==> src/rtl/rect_mag_iter_if.sv <==
// rect_mag_iter_if
//   Operand and result handshake bundle for the rect_mag_iter magnitude unit.
//   Ports (signals):
//     in_valid / in_ready    operand pair handshake
//     x_in, y_in     [W-1:0] operand coordinates
//     out_valid / out_ready  result handshake
//     r_out          [W:0]   magnitude sqrt(x^2 + y^2)
//     r_sq_out       [2W:0]  exact x^2 + y^2
//   Modports: master = coordinate source / result consumer, slave = the unit.
interface rect_mag_iter_if #(
  parameter int W = 8
);
  logic           in_valid;
  logic           in_ready;
  logic [W-1:0]   x_in;
  logic [W-1:0]   y_in;
  logic           out_valid;
  logic           out_ready;
  logic [W:0]     r_out;
  logic [2*W:0]   r_sq_out;

  modport master (
    output in_valid, x_in, y_in, out_ready,
    input  in_ready, out_valid, r_out, r_sq_out
  );

  modport slave (
    input  in_valid, x_in, y_in, out_ready,
    output in_ready, out_valid, r_out, r_sq_out
  );
endinterface

==> src/rtl/rect_mag_iter.sv <==
// rect_mag_iter
//   Iterative rectangular-to-cylindrical magnitude: r = sqrt(x^2 + y^2).
//   One SQUARE cycle forms S = |x|^2 + |y|^2, then an exact digit-by-digit
//   square root produces one result bit per cycle over W+1 ROOT cycles.
//   Ports:
//     clk     rising-edge clock
//     rst_n   asynchronous active-low reset
//     ena     1: advance, 0: freeze all state and block both handshakes
//     bus     rect_mag_iter_if.slave (operand and result handshakes)
//     busy    high whenever the FSM is not IDLE
//   Parameters:
//     W          operand width
//     SIGNED_IN  operands are two's complement; magnitudes are squared
//     ROUND      0: floor(sqrt(S)), 1: round to nearest
module rect_mag_iter #(
  parameter int W         = 8,
  parameter bit SIGNED_IN = 1'b0,
  parameter bit ROUND     = 1'b0
) (
  input  logic            clk,
  input  logic            rst_n,
  input  logic            ena,
  rect_mag_iter_if.slave  bus,
  output logic            busy
);

  localparam int SW = 2 * W + 1;
  localparam int CW = $clog2(W + 1);

  typedef enum logic [1:0] {
    IDLE,
    SQUARE,
    ROOT,
    DONE
  } state_t;

  state_t          state;
  state_t          state_nxt;

  logic [W-1:0]    ax;
  logic [W-1:0]    ay;
  logic [SW-1:0]   sq;
  logic [SW:0]     sh;
  logic [W:0]      root;
  logic [W+1:0]    rem;
  logic [CW-1:0]   cnt;
  logic [W:0]      r_reg;
  logic [SW-1:0]   r_sq_reg;

  logic            accept;
  logic            consume;
  logic            last_iter;
  logic [SW-1:0]   s_calc;
  logic [1:0]      pair;
  logic [W+3:0]    shifted;
  logic [W+3:0]    subtr;
  logic [W+4:0]    diff;
  logic            neg;
  logic [W+1:0]    rem_nxt;
  logic [W:0]      root_nxt;
  logic [W:0]      r_round;

  // -2^(W-1) maps to 2^(W-1), which still fits in W unsigned bits.
  function automatic logic [W-1:0] magnitude(input logic [W-1:0] v);
    if (SIGNED_IN && v[W-1])
      return (~v) + {{(W-1){1'b0}}, 1'b1};
    return v;
  endfunction

  assign bus.in_ready  = ena & ((state == IDLE) | ((state == DONE) & bus.out_ready));
  assign bus.out_valid = (state == DONE);
  assign bus.r_out     = r_reg;
  assign bus.r_sq_out  = r_sq_reg;
  assign busy          = (state != IDLE);

  assign accept    = bus.in_valid & bus.in_ready;
  assign consume   = ena & (state == DONE) & bus.out_ready;
  assign last_iter = (cnt == '0);

  assign s_calc = ({{(W+1){1'b0}}, ax} * {{(W+1){1'b0}}, ax})
                + ({{(W+1){1'b0}}, ay} * {{(W+1){1'b0}}, ay});

  // One root iteration: bring down the next bit pair of S and try to
  // subtract (root << 2 | 1). The extra top bit of diff is the borrow.
  assign pair     = sh[SW -: 2];
  assign shifted  = {rem, pair};
  assign subtr    = {1'b0, root, 2'b01};
  assign diff     = {1'b0, shifted} - {1'b0, subtr};
  assign neg      = diff[W+4];
  assign rem_nxt  = neg ? shifted[W+1:0] : diff[W+1:0];
  assign root_nxt = {root[W-1:0], ~neg};

  // With rem = S - root^2, rem > root means S is closer to (root+1)^2.
  assign r_round = (ROUND && (rem_nxt > {1'b0, root_nxt}))
                 ? root_nxt + {{W{1'b0}}, 1'b1}
                 : root_nxt;

  // State register; a low ena holds the FSM exactly where it is.
  always_ff @(posedge clk or negedge rst_n) begin
    if (!rst_n)
      state <= IDLE;
    else if (ena)
      state <= state_nxt;
  end

  // Next-state logic; a consume in DONE can coincide with a new accept.
  always_comb begin
    state_nxt = state;
    case (state)
      IDLE:    if (accept) state_nxt = SQUARE;
      SQUARE:  state_nxt = ROOT;
      ROOT:    if (last_iter) state_nxt = DONE;
      DONE:    if (consume) state_nxt = accept ? SQUARE : IDLE;
      default: state_nxt = IDLE;
    endcase
  end

  // Datapath: capture operands on accept, square, iterate the root, and
  // register the result on the final ROOT cycle so it appears with DONE.
  always_ff @(posedge clk or negedge rst_n) begin
    if (!rst_n) begin
      ax       <= '0;
      ay       <= '0;
      sq       <= '0;
      sh       <= '0;
      root     <= '0;
      rem      <= '0;
      cnt      <= '0;
      r_reg    <= '0;
      r_sq_reg <= '0;
    end else if (ena) begin
      if (accept) begin
        ax <= magnitude(bus.x_in);
        ay <= magnitude(bus.y_in);
      end
      case (state)
        SQUARE: begin
          sq   <= s_calc;
          sh   <= {1'b0, s_calc};
          root <= '0;
          rem  <= '0;
          cnt  <= CW'(W);
        end
        ROOT: begin
          sh   <= sh << 2;
          root <= root_nxt;
          rem  <= rem_nxt;
          cnt  <= cnt - 1'b1;
          if (last_iter) begin
            r_reg    <= r_round;
            r_sq_reg <= sq;
          end
        end
        default: ;
      endcase
    end
  end

endmodule

==> src/flat_wrapper.sv <==
// flat-port wrapper written by rule: the top's interface ports become plain ports
module rect_mag_iter_flat 
#(
  parameter int W         = 8,
  parameter bit SIGNED_IN = 1'b0,
  parameter bit ROUND     = 1'b0
)
  (clk, rst_n, ena, busy, bus_in_valid, bus_x_in, bus_y_in, bus_out_ready, bus_in_ready, bus_out_valid, bus_r_out, bus_r_sq_out);
  rect_mag_iter_if #(.W(W)) bus_i ();
  input  logic clk;
  input  logic rst_n;
  input  logic ena;
  output logic busy;
  input wire logic [$bits(bus_i.in_valid)-1:0] bus_in_valid;
  input wire logic [$bits(bus_i.x_in)-1:0] bus_x_in;
  input wire logic [$bits(bus_i.y_in)-1:0] bus_y_in;
  input wire logic [$bits(bus_i.out_ready)-1:0] bus_out_ready;
  output wire logic [$bits(bus_i.in_ready)-1:0] bus_in_ready;
  output wire logic [$bits(bus_i.out_valid)-1:0] bus_out_valid;
  output wire logic [$bits(bus_i.r_out)-1:0] bus_r_out;
  output wire logic [$bits(bus_i.r_sq_out)-1:0] bus_r_sq_out;
  assign bus_i.in_valid = bus_in_valid;
  assign bus_i.x_in = bus_x_in;
  assign bus_i.y_in = bus_y_in;
  assign bus_i.out_ready = bus_out_ready;
  assign bus_in_ready = bus_i.in_ready;
  assign bus_out_valid = bus_i.out_valid;
  assign bus_r_out = bus_i.r_out;
  assign bus_r_sq_out = bus_i.r_sq_out;
  rect_mag_iter #(.W(W), .SIGNED_IN(SIGNED_IN), .ROUND(ROUND)) u_core (.clk(clk), .rst_n(rst_n), .ena(ena), .bus(bus_i), .busy(busy));
endmodule
==> config.mk <==
export PLATFORM = sky130hd
export DESIGN_NAME = rect_mag_iter_flat
export DESIGN_NICKNAME = d
export VERILOG_FILES = /design/src/rtl/rect_mag_iter_if.sv /design/src/rtl/rect_mag_iter.sv /design/src/flat_wrapper.sv
export SDC_FILE = /design/constraint.sdc
export NUM_CORES = 1
export LEC_CHECK = 0
export CAP_MARGIN = 40
export CORE_MARGIN = 2
export CORE_UTILIZATION = 30
export DETAILED_ROUTE_END_ITERATION = 10
export PLACE_DENSITY = 0.57
export SKIP_CTS_REPAIR_TIMING = 1
export SYNTH_ARGS = -nofsm -noshare
export SYNTH_HDL_FRONTEND = slang
export SYNTH_SLANG_ARGS = --single-unit
==> constraint.sdc <==
create_clock -name clk -period 13.1 [get_ports clk]
set_clock_uncertainty 0.15 [all_clocks]
set_input_delay 2.62 -clock clk [delete_from_list [all_inputs] [get_ports clk]]
set_output_delay 2.62 -clock clk [all_outputs]
set_load 0.01 [all_outputs]
=== Word-level counts from Yosys, hierarchy flattened ===
Index checks and enable logic that the tools add are counted.

* $add $sub $neg: 3
* Multipliers: 2
* Eq/ne operators: 6
* Multiplexer cells: 10
* Bitwise logic cells: 7
* Reductions and logical operators: 9

{| class="wikitable"
|+ Operators by type and width
! operator !! count
|-
| case mux 18 bit (2 select lines) || 1
|-
| multiplier 8 x 8 -> 16 bit || 2
|-
| case mux 10 bit (2 select lines) || 1
|-
| case mux 9 bit (2 select lines) || 1
|-
| adder 16 x 16 -> 17 bit || 1
|-
| subtractor 12 x 11 -> 13 bit || 1
|-
| 2-to-1 mux 10 bit || 1
|-
| case mux 2 bit (4 select lines) || 1
|-
| case mux 4 bit (2 select lines) || 1
|-
| 2-to-1 mux 2 bit || 3
|-
| inequality test 2 x 1 -> 1 bit (second input constant) || 3
|-
| AND reduction 2 bit || 3
|-
| AND 1 bit || 5
|-
| == test 2 bit (second input constant) || 2
|-
| logical NOT 4 bit || 1
|-
| AND reduction 4 bit || 1
|-
| nonzero test 2 bit || 2
|-
| subtractor 4 x 1 -> 4 bit (second input constant) || 1
|-
| AND reduction 3 bit || 1
|-
| == test 2 x 1 -> 1 bit (second input constant) || 1
|-
| logical NOT 2 bit || 1
|-
| 2-to-1 mux 1 bit || 1
|-
| NOT 1 bit || 1
|-
| bitwise OR 1 bit || 1
|}

* Register bits: 102
* Input port bits: 21

=== Longest topological paths before layout ===
Gate-level depths: netlist of the first run.

* Word-level depth: 8
* Depth in mapped cells: 20
* Gate-level depth less buffers: 20

=== Least setup slack after synthesis of the first run ===
No wires, ideal clock.

* Kind: in2out
* Start point: in ena
* End point: out bus_in_ready
* Arrival time: 2,994 ps
* Setup slack: 7,336 ps
* Cell stages on the path: 2
* Path buffers: 1
* Path through: clkbuf_1 > and2b_1

* Cells in the longest elaborated chain, start to end: 1

{| class="wikitable"
|+ Ends and longest elaborated chain
! element !! line !! source
|-
| start: declaration || flat_wrapper.sv:12 || <nowiki>input logic ena;</nowiki>
|-
| AND 1 bit || rect_mag_iter.sv:70 || <nowiki>assign bus.in_ready = ena & ((state == IDLE) | ((state == DONE) & bus.out_ready));</nowiki>
|-
| end: declaration || flat_wrapper.sv:18 || <nowiki>output wire logic [$bits(bus_i.in_ready)-1:0] bus_in_ready;</nowiki>
|}

Every way passes these cells.

=== Final worst setup path of the first run ===
Same ends and word-level chain as after synthesis.

==> results.toml, run 1 <==
[status]
status = "completed"

[synthesis]
synth_edf_count = 0
synth_nets = 942
seq_area_frac_synth = 0.317
ys_warn_count = 0
asyncSetResetFlopFracSynth = 1.00
synth_seq_cells = 102
synth_cell_types = 51
synth_flop_cell = "dfrtp_1"
syn_inst = 772
syn_avg_cell_area_um2 = 10.4
syn_area_mm2 = 0.00804

[global_route]
top_usage_layer = "met2"
use_met3 = 0.0213
grtUsageTotal = 0.120
grt_antenna_before_repair = 0
grt_max_degree = 64
grt.overflow.total = 0
use_met2 = 0.202
grt_util_met1 = 0.158
grt_pass1_wl_mm = 27.3
first_global_vias = 5536

[min_path]
min_path_type = "reg2reg"
hold_start = "u_core.sh[0]"

[route]
vias_per_cell = 4.59
wire_per_inst_um = 13.3
vias = 5289
drtIter0Drc = 247
drt-pass1-iter-count = 5
routed_wl_mm = 15.3
drc = 0
ant_nets = 0

[floorplanning]
core_mm2 = 0.0262
die_h_um = 168
die_w_um = 168
rows = 59
initial_utilization = 0.307
die-area_mm2 = 0.0281
ios = 50

[setup_path]
arrival_ps = 3920
path_delay_family = "buffers and inverters"
cpPeakStageDelay_ps = 570
critPathCaptureType = "primary output"
cp-startpoint = "ena"
crit_slowest_cell = "clkdlybuf4s50_1"
cp-start-kind = "input port"
crit_type = "in2out"
cp.buffers_inverters = 2
path_cells = "clkdlybuf4s50_1 -> and2b_1 -> clkdlybuf4s50_1"
timing.rr.start = "u_core.ax[2]"
required_ps = 10330
crit_top_cell = "clkdlybuf4s50_1"
crit_fanout = 7

[layout]
fin_nets = 983
multi_input_area_mm2 = 0.00492
fin_util = 0.352
antenna_cells = 0
seq_area_mm2 = 0.00255
fillers = 2628
drive_gt1_frac = 0.109
syn2layout_area_growth_pct = 14.8

[sta]
finalSetupTns_ps = 0
min_period_ps = 6690
slew_headroom = 0.491
fin_crit_sh = 0.511
grt_setup_unrepaired = "no"
worst_pin_slew_ps = 763
hold_viol_final = 0
setup_viol = 0
finalMaxSlewViolations = 0
max_freq_mhz = 150

[clock_tree]
cts_max_level = 3
cts_tree = "yes"
clk_pin_slew_ps = 70
cts_made_buffers = 9
clock_latency_ps = 360
cts_root_buf = "clkbuf_16"
cts_sinks = 102
cts_buffer_depth = 2

[place]
globalplace.congestion = 0.778
numPortBuffers = 49
dp_hpwl_mm = 12.1

[job]
cap_violations = 0
-- cell type report --
class                   instances  share of cell area
clock buffers                   9              0.0244
clock inverters                 7             0.00732
inverters                     118              0.0480
multi-input cells             525               0.534
flip-flops and latches        102               0.277
well taps                     335              0.0454
repair buffers                 57              0.0645
-- registers in the layout, summed over array words and instances (netlist names) --
register and flops:
u_core.sh 18, u_core.bus.r_sq_out 17, u_core.sq 17, u_core.rem 10, u_core.bus.r_out 9, u_core.root 9
u_core.ax 8, u_core.ay 8, u_core.cnt 4, u_core.state 2
-- worst min-delay path, cell delays in order (launching register included) --
cell and delay, ps:
dfrtp_1 350, nand2_1 50, nand2_1 50
-- logic make-up after synthesis --
| kind of cell | share of synthesized area |
|---|---|
| xor gates and xnor gates | 0.0283 |
| and+or+nand+nor | 0.109 |
| buffers and inverters | 0.0702 |
| AOI/OAI and AO/OA | 0.0836 |
| muxes | 0.0892 |
| adders and majority gates | 0.303 |
| DFF | 0.317 |
-- placed cells by master, fill, tap and decap left out, types with 3 or more instances in the layout --
cell	instances
fa_1	76
nor3_1	4
a21o_1	3
clkbuf_16	9
clkdlybuf4s50_1	48
o21ai_0	39
xnor2_1	20
dfrtp_1	102
a21oi_1	20
o21ai_1	9
and3_1	7
nand2_1	70
nor2_1	19
nand3_1	22
nor2b_1	6
o21bai_1	3
o21a_1	5
mux2_2	52
mux2i_1	12
nand3b_1	4
o31ai_1	3
buf_4	6
ha_1	73
xor2_1	6
a31oi_1	4
nand2b_1	4
and2_1	37
inv_1	118
-- routing by layer --
layer  vias to the layer above  wire, um
met4                         0       207
met3                        14       386
met2                        67      7360
li1                       2592         -
met5                         -         0
met1                      2616      7380
-- worst paths after layout --
path / to / slack, ps / depth (start not counted)
min in group asynchronous: u_core.bus.r_sq_out[0] / 2070 / 1
max in group asynchronous: u_core.bus.r_sq_out[15] / 9850 / 3
setup reg to reg: u_core.sh[15] / 7290 / 17
hold / removal: u_core.sh[0] / 330 / 2
hold reg to reg: u_core.sh[0] / 330 / 2
setup / recovery: bus_in_ready / 6410 / 3
-- synthesized netlist by cell type (all sizes together), types with 4 or more instances --
cell type	number	area share
a21oi	22	0.015
a31oi	4	0.0031
and2	37	0.029
and3	7	0.0054
buf	9	0.0067
clkbuf	18	0.0084
dfrtp	102	0.32
fa	76	0.19
ha	73	0.11
inv	118	0.055
mux2	53	0.074
mux2i	12	0.015
nand2	70	0.033
nand2b	4	0.0031
nand3	22	0.014
nand3b	4	0.0037
nor2	20	0.0096
nor2b	7	0.0064
nor3	4	0.0025
o21a	6	0.0058
o21ai	50	0.032
o31ai	4	0.0044
xnor2	20	0.022
xor2	6	0.0065
-- metrics by stage --
stage | setup slack (ps) | cell area [um^2] | hold WS (ps) | std cells
CTS | 6400 | 9230 | 330 | 1153
detailed placement | 6400 | 8930 | 312 | 1137
floorplan | 7340 | 8040 | 288 | 772
global route | 6350 | 9230 | 357 | 1153
finish | 6410 | 9230 | 325 | 1153
global placement | 6420 | 8860 | 303 | 1134
Power of run 1 is not shown: default switching activity piles up to over one toggle a cycle in this logic, so the estimate is an artifact.
==> inputs of run 2 (changes only) <==
--- a/config.mk
+++ b/config.mk
@@ -9,7 +9,7 @@
 export CORE_MARGIN = 2
 export CORE_UTILIZATION = 30
 export DETAILED_ROUTE_END_ITERATION = 10
-export PLACE_DENSITY = 0.57
+export PLACE_DENSITY = 0.59
 export SKIP_CTS_REPAIR_TIMING = 1
 export SYNTH_ARGS = -nofsm -noshare
 export SYNTH_HDL_FRONTEND = slang
==> constraint.sdc (replaced) <==
create_clock -name clk -period 5.57 [get_ports clk]
set_clock_uncertainty 0.15 [all_clocks]
set_input_delay 1.114 -clock clk [delete_from_list [all_inputs] [get_ports clk]]
set_output_delay 1.114 -clock clk [all_outputs]
set_load 0.01 [all_outputs]
==> run 2 against run 1 <==
Against the previous run: critical endpoint is now u_core.sh[16]; sequential cell count is the same; global-route usage grew 0.68 points; hold slack is essentially flat; first-iteration DRC count shrank 15%.
==> results.toml, run 2 (same netlist as run 1, synthesis figures left out) <==
[setup_path]
cp-startpoint = "u_core.ax[2]"
critPathCaptureType = "flop"
rr_endpoint = "u_core.sh[16]"
cp-start-kind = "flop"
required_ps = 5630
timing.rr.start = "u_core.ax[2]"
crit_fanout = 5
r2r_slack_ps = 160
arrival_ps = 5460
crit_type = "reg2reg"
rr_worst_depth = 18
critPathCapture = "u_core.sh[16]"

[clock_tree]
cts_made_buffers = 9
cts_max_level = 3
clock_latency_ps = 350
cts_tree = "yes"
clk_pin_slew_ps = 80
cts_sinks = 102
cts_buffer_depth = 2
cts_root_buf = "clkbuf_16"

[sta]
worst_pin_slew_ps = 792
max_freq_mhz = 185
hold_viol_final = 0
slew_headroom = 0.472
holdWs_ps = 325
finalMaxSlewViolations = 0
setup_viol = 0
fin_crit_sh = 0.971
min_period_ps = 5410

[place]
dp_hpwl_mm = 13.0
place_area_mm2 = 0.00911
globalplace.congestion = 0.827
numPortBuffers = 49
dp.cells = 1161

[layout]
drive_gt1_frac = 0.194
regMostFlops = "u_core.sh"
final_cell_mix = "112 x inv_1, 92 x dfrtp_1, 70 x fa_1, 66 x ha_1, 64 x nand2_1"
largest_reg_flops = 18
final_common_cell = "inv_1"
final-instance-count-excl-fill = 1182
design_area_mm2 = 0.00965
fin_nets = 1012
antenna_cells = 0
syn2layout_area_growth_pct = 20.0

[global_route]
grt.overflow.total = 0
first_global_vias = 5540
grtUsageTotal = 0.127
grt_antenna_before_repair = 0
grt_pass1_wl_mm = 28.6
grt_max_degree = 41

[route]
vias_per_cell = 4.58
ant_nets = 0
routed_wl_mm = 16.7
vias = 5418
drc = 0
wire_per_inst_um = 14.1
drt-pass1-iter-count = 4
drtIter0Drc = 210

[status]
status = "completed"

[floorplanning]
initial_utilization = 0.307
core_mm2 = 0.0262
die_h_um = 168
die_w_um = 168
rows = 59
die-area_mm2 = 0.0281
ios = 50

[job]
cap_violations = 0

[min_path]
min_path_type = "reg2reg"
run 2: changes by cell type in the layout (fill, tap and decap cells not counted), moves of 6 or more:
cell / before / now
ha_1: 73 / 66
ha_4: 0 / 7
inv_1: 118 / 112
inv_2: 0 / 6
buf_4: 6 / 33
nand2_1: 70 / 64
dfrtp_2: 0 / 10
fa_2: 0 / 6
fa_1: 76 / 70
nand2_2: 0 / 6
dfrtp_1: 102 / 92
run 2: how the worst min path moves through the flow:
stage                            start           end  slack (ps)  cells after the start
final                     u_core.sh[1]  u_core.sh[1]         330                      2
after global routing      u_core.sh[1]  u_core.sh[1]         360                      2
after CTS                 u_core.sh[1]  u_core.sh[1]         330                      2
after detailed placement  u_core.sh[1]  u_core.sh[1]         310                      2
after global placement    u_core.sh[1]  u_core.sh[1]         310                      2
after floorplan           u_core.sh[0]  u_core.sh[0]         290                      2
run 2: routing by layer:
metal  vias up  global-route usage  routed length (um)
li1       2653                   -                   -
met4         0              0.0272                 161
met2        68               0.211                8170
met1      2687               0.173                8000
met3        10              0.0229                 390
met5         -                   0                   0
run 2: layout make-up:
class | instances | area, um^2
Clock buffer | 9 | 225
Tap cell | 335 | 419
Inverter | 118 | 443
Timing Repair Buffer | 86 | 813
Multi-Input combinational cell | 525 | 5120
Sequential cell | 102 | 2560
Fill cell | 2609 | 16600
Clock inverter | 7 | 65.1
run 2: stage by stage:
stage          worst slack (ps)  TNS, ps   util
2_1_floorplan              92.3        0      -
3_3_place_gp               58.6        0  0.345
4_1_cts                   -34.0    -46.6  0.359
3_5_place_dp              -8.55    -8.55  0.348
5_1_grt                   -21.5    -29.5  0.368
6_report                    163        0  0.368
run 2: worst max-delay path, cell delays in order, from the launching register on:
cell and delay (ps):
dfrtp_2 450, and2_4 180, fa_1 540, inv_2 40, fa_2 560, inv_2 40, fa_1 510, fa_2 450
fa_1 500, inv_2 40, fa_1 510, inv_2 50, ha_4 270, nand3_1 70, o211ai_1 280, a21oi_4 80
o31ai_4 260, xnor2_2 150, o221ai_1 140
Power of run 2 is left out for the same reason.
==> inputs of run 3 (changes only) <==
--- a/config.mk
+++ b/config.mk
@@ -9,7 +9,7 @@
 export CORE_MARGIN = 2
 export CORE_UTILIZATION = 30
 export DETAILED_ROUTE_END_ITERATION = 10
-export PLACE_DENSITY = 0.59
+export PLACE_DENSITY = 0.46
 export SKIP_CTS_REPAIR_TIMING = 1
 export SYNTH_ARGS = -nofsm -noshare
 export SYNTH_HDL_FRONTEND = slang
==> run 3 against run 2 <==
Against the previous run: non-clock buffer count grew 13; maximum frequency shrank 1.2%; cell count grew 1.0%; register-to-register slack lost 60 ps; utilization grew 0.59 points; sequential cell count is the same; wire length grew 6.8%; cell area grew 1.6%; global-route usage grew 1.2 points.
==> results.toml, run 3 (same netlist as run 1, synthesis figures left out) <==
[clock_tree]
clock_latency_ps = 360
cts_buffer_depth = 2
cts_max_level = 3
cts_sinks = 102
cts_tree = "yes"
clk_pin_slew_ps = 80
cts_root_buf = "clkbuf_16"
cts_made_buffers = 9

[layout]
syn2layout_area_growth_pct = 21.9
largest_reg_flops = 18
regMostFlops = "u_core.sh"
drive_gt1_frac = 0.213
final_common_cell = "inv_1"
design_area_mm2 = 0.00980
antenna_cells = 0
final_cell_mix = "112 x inv_1, 90 x dfrtp_1, 71 x fa_1, 66 x ha_1, 63 x nand2_1"
fillers = 2608
fin_nets = 1025

[floorplanning]
die-area_mm2 = 0.0281
core_mm2 = 0.0262
ios = 50
die_h_um = 168
die_w_um = 168
initial_utilization = 0.307
rows = 59

[setup_path]
cp.buffers_inverters = 4
crit_fanout = 4
crit_top_cell = "fa_1"
cpPeakStageDelay_ps = 550
arrival_ps = 5560
crit_type = "reg2reg"
path_delay_family = "adder cells"
critPathCaptureType = "flop"
crit_slowest_cell = "fa_1"
path_cells = "buf_4 -> nand2_2 -> fa_1 -> fa_1 -> inv_1 -> fa_1 -> fa_2 -> fa_1 -> inv_1 -> fa_1 -> inv_1 -> ha_4 -> nand2_4 -> o211ai_4 -> nand3_2 -> o31ai_4 -> xor2_2 -> a221o_1"
required_ps = 5660
cp-start-kind = "flop"

[place]
place_area_mm2 = 0.00915
numPortBuffers = 49
dp_hpwl_mm = 13.8
globalplace.congestion = 0.780

[route]
vias_per_cell = 4.57
drt-pass1-iter-count = 4
ant_nets = 0
drtIter0Drc = 314
routed_wl_mm = 17.9
vias = 5452
drc = 0
wire_per_inst_um = 15.0

[status]
status = "completed"

[sta]
fin_crit_sh = 0.982
hold_viol_final = 0
slew_headroom = 0.422
setup_viol = 0
min_period_ps = 5470
max_freq_mhz = 183
worst_pin_slew_ps = 867
grt_setup_unrepaired = "yes"
finalMaxSlewViolations = 0

[global_route]
grtUsageTotal = 0.138
grt.overflow.total = 0
grt_pass1_wl_mm = 30.7
grt_antenna_before_repair = 0
grt_max_degree = 54
first_global_vias = 5899

[min_path]
min_path_type = "reg2reg"

[job]
cap_violations = 0
-- run 3: cell type report --
| class | instances | area [um^2] | share of cell area |
|---|---|---|---|
| multi-input combinational | 525 | 5170 | 0.528 |
| clock buffer | 9 | 225 | 0.0230 |
| tap | 335 | 419 | 0.0428 |
| inverter | 118 | 443 | 0.0452 |
| sequential | 102 | 2570 | 0.262 |
| timing repair buffer | 99 | 898 | 0.0917 |
| clock inverter | 6 | 77.6 | 0.00792 |
-- run 3: worst register-to-register path, cell delays in order (launching register included) --
cell,delay [ps]
dfrtp_2,420
buf_4,130
nand2_2,70
fa_1,510
fa_1,550
inv_1,50
fa_1,480
fa_2,490
fa_1,480
inv_1,50
fa_1,530
inv_1,60
ha_4,280
nand2_4,60
o211ai_4,180
nand3_2,140
o31ai_4,300
xor2_2,110
a221o_1,290
-- run 3: worst paths after layout --
kind	start	end	slack [ps]	depth (start not counted)
max in group asynchronous	rst_n	u_core.ay[1]	4010	2
min reg2reg	u_core.sh[0]	u_core.sh[0]	320	2
max	u_core.ax[1]	u_core.sh[15]	100	18
max reg2reg	u_core.ax[1]	u_core.sh[15]	100	18
min	u_core.sh[0]	u_core.sh[0]	320	2
min in group asynchronous	rst_n	u_core.bus.r_out[5]	710	2
-- run 3: per-layer routing --
metal  track usage  part of all wire  vias to the layer above
met5             0                 0                        -
met4        0.0238            0.0087                        0
met3        0.0246             0.021                       13
met2         0.229              0.47                       48
met1         0.192              0.50                     2716
li1              -                 -                     2675
-- run 3: through the flow --
step / utilization / hold WS, ps / std cells / TNS, ps / setup WS, ps
6_report: 0.374 / 325 / 1194 / 0 / 98.9
5_1_grt: 0.374 / 372 / 1194 / -289 / -65.4
4_1_cts: 0.361 / 330 / 1183 / -478 / -124
3_5_place_dp: 0.349 / 310 / 1168 / -214 / -85.7
3_3_place_gp: 0.347 / 310 / 1166 / -104 / -40.5
2_1_floorplan: - / 288 / 772 / 0 / 92.3
Power of run 3 is left out for the same reason.
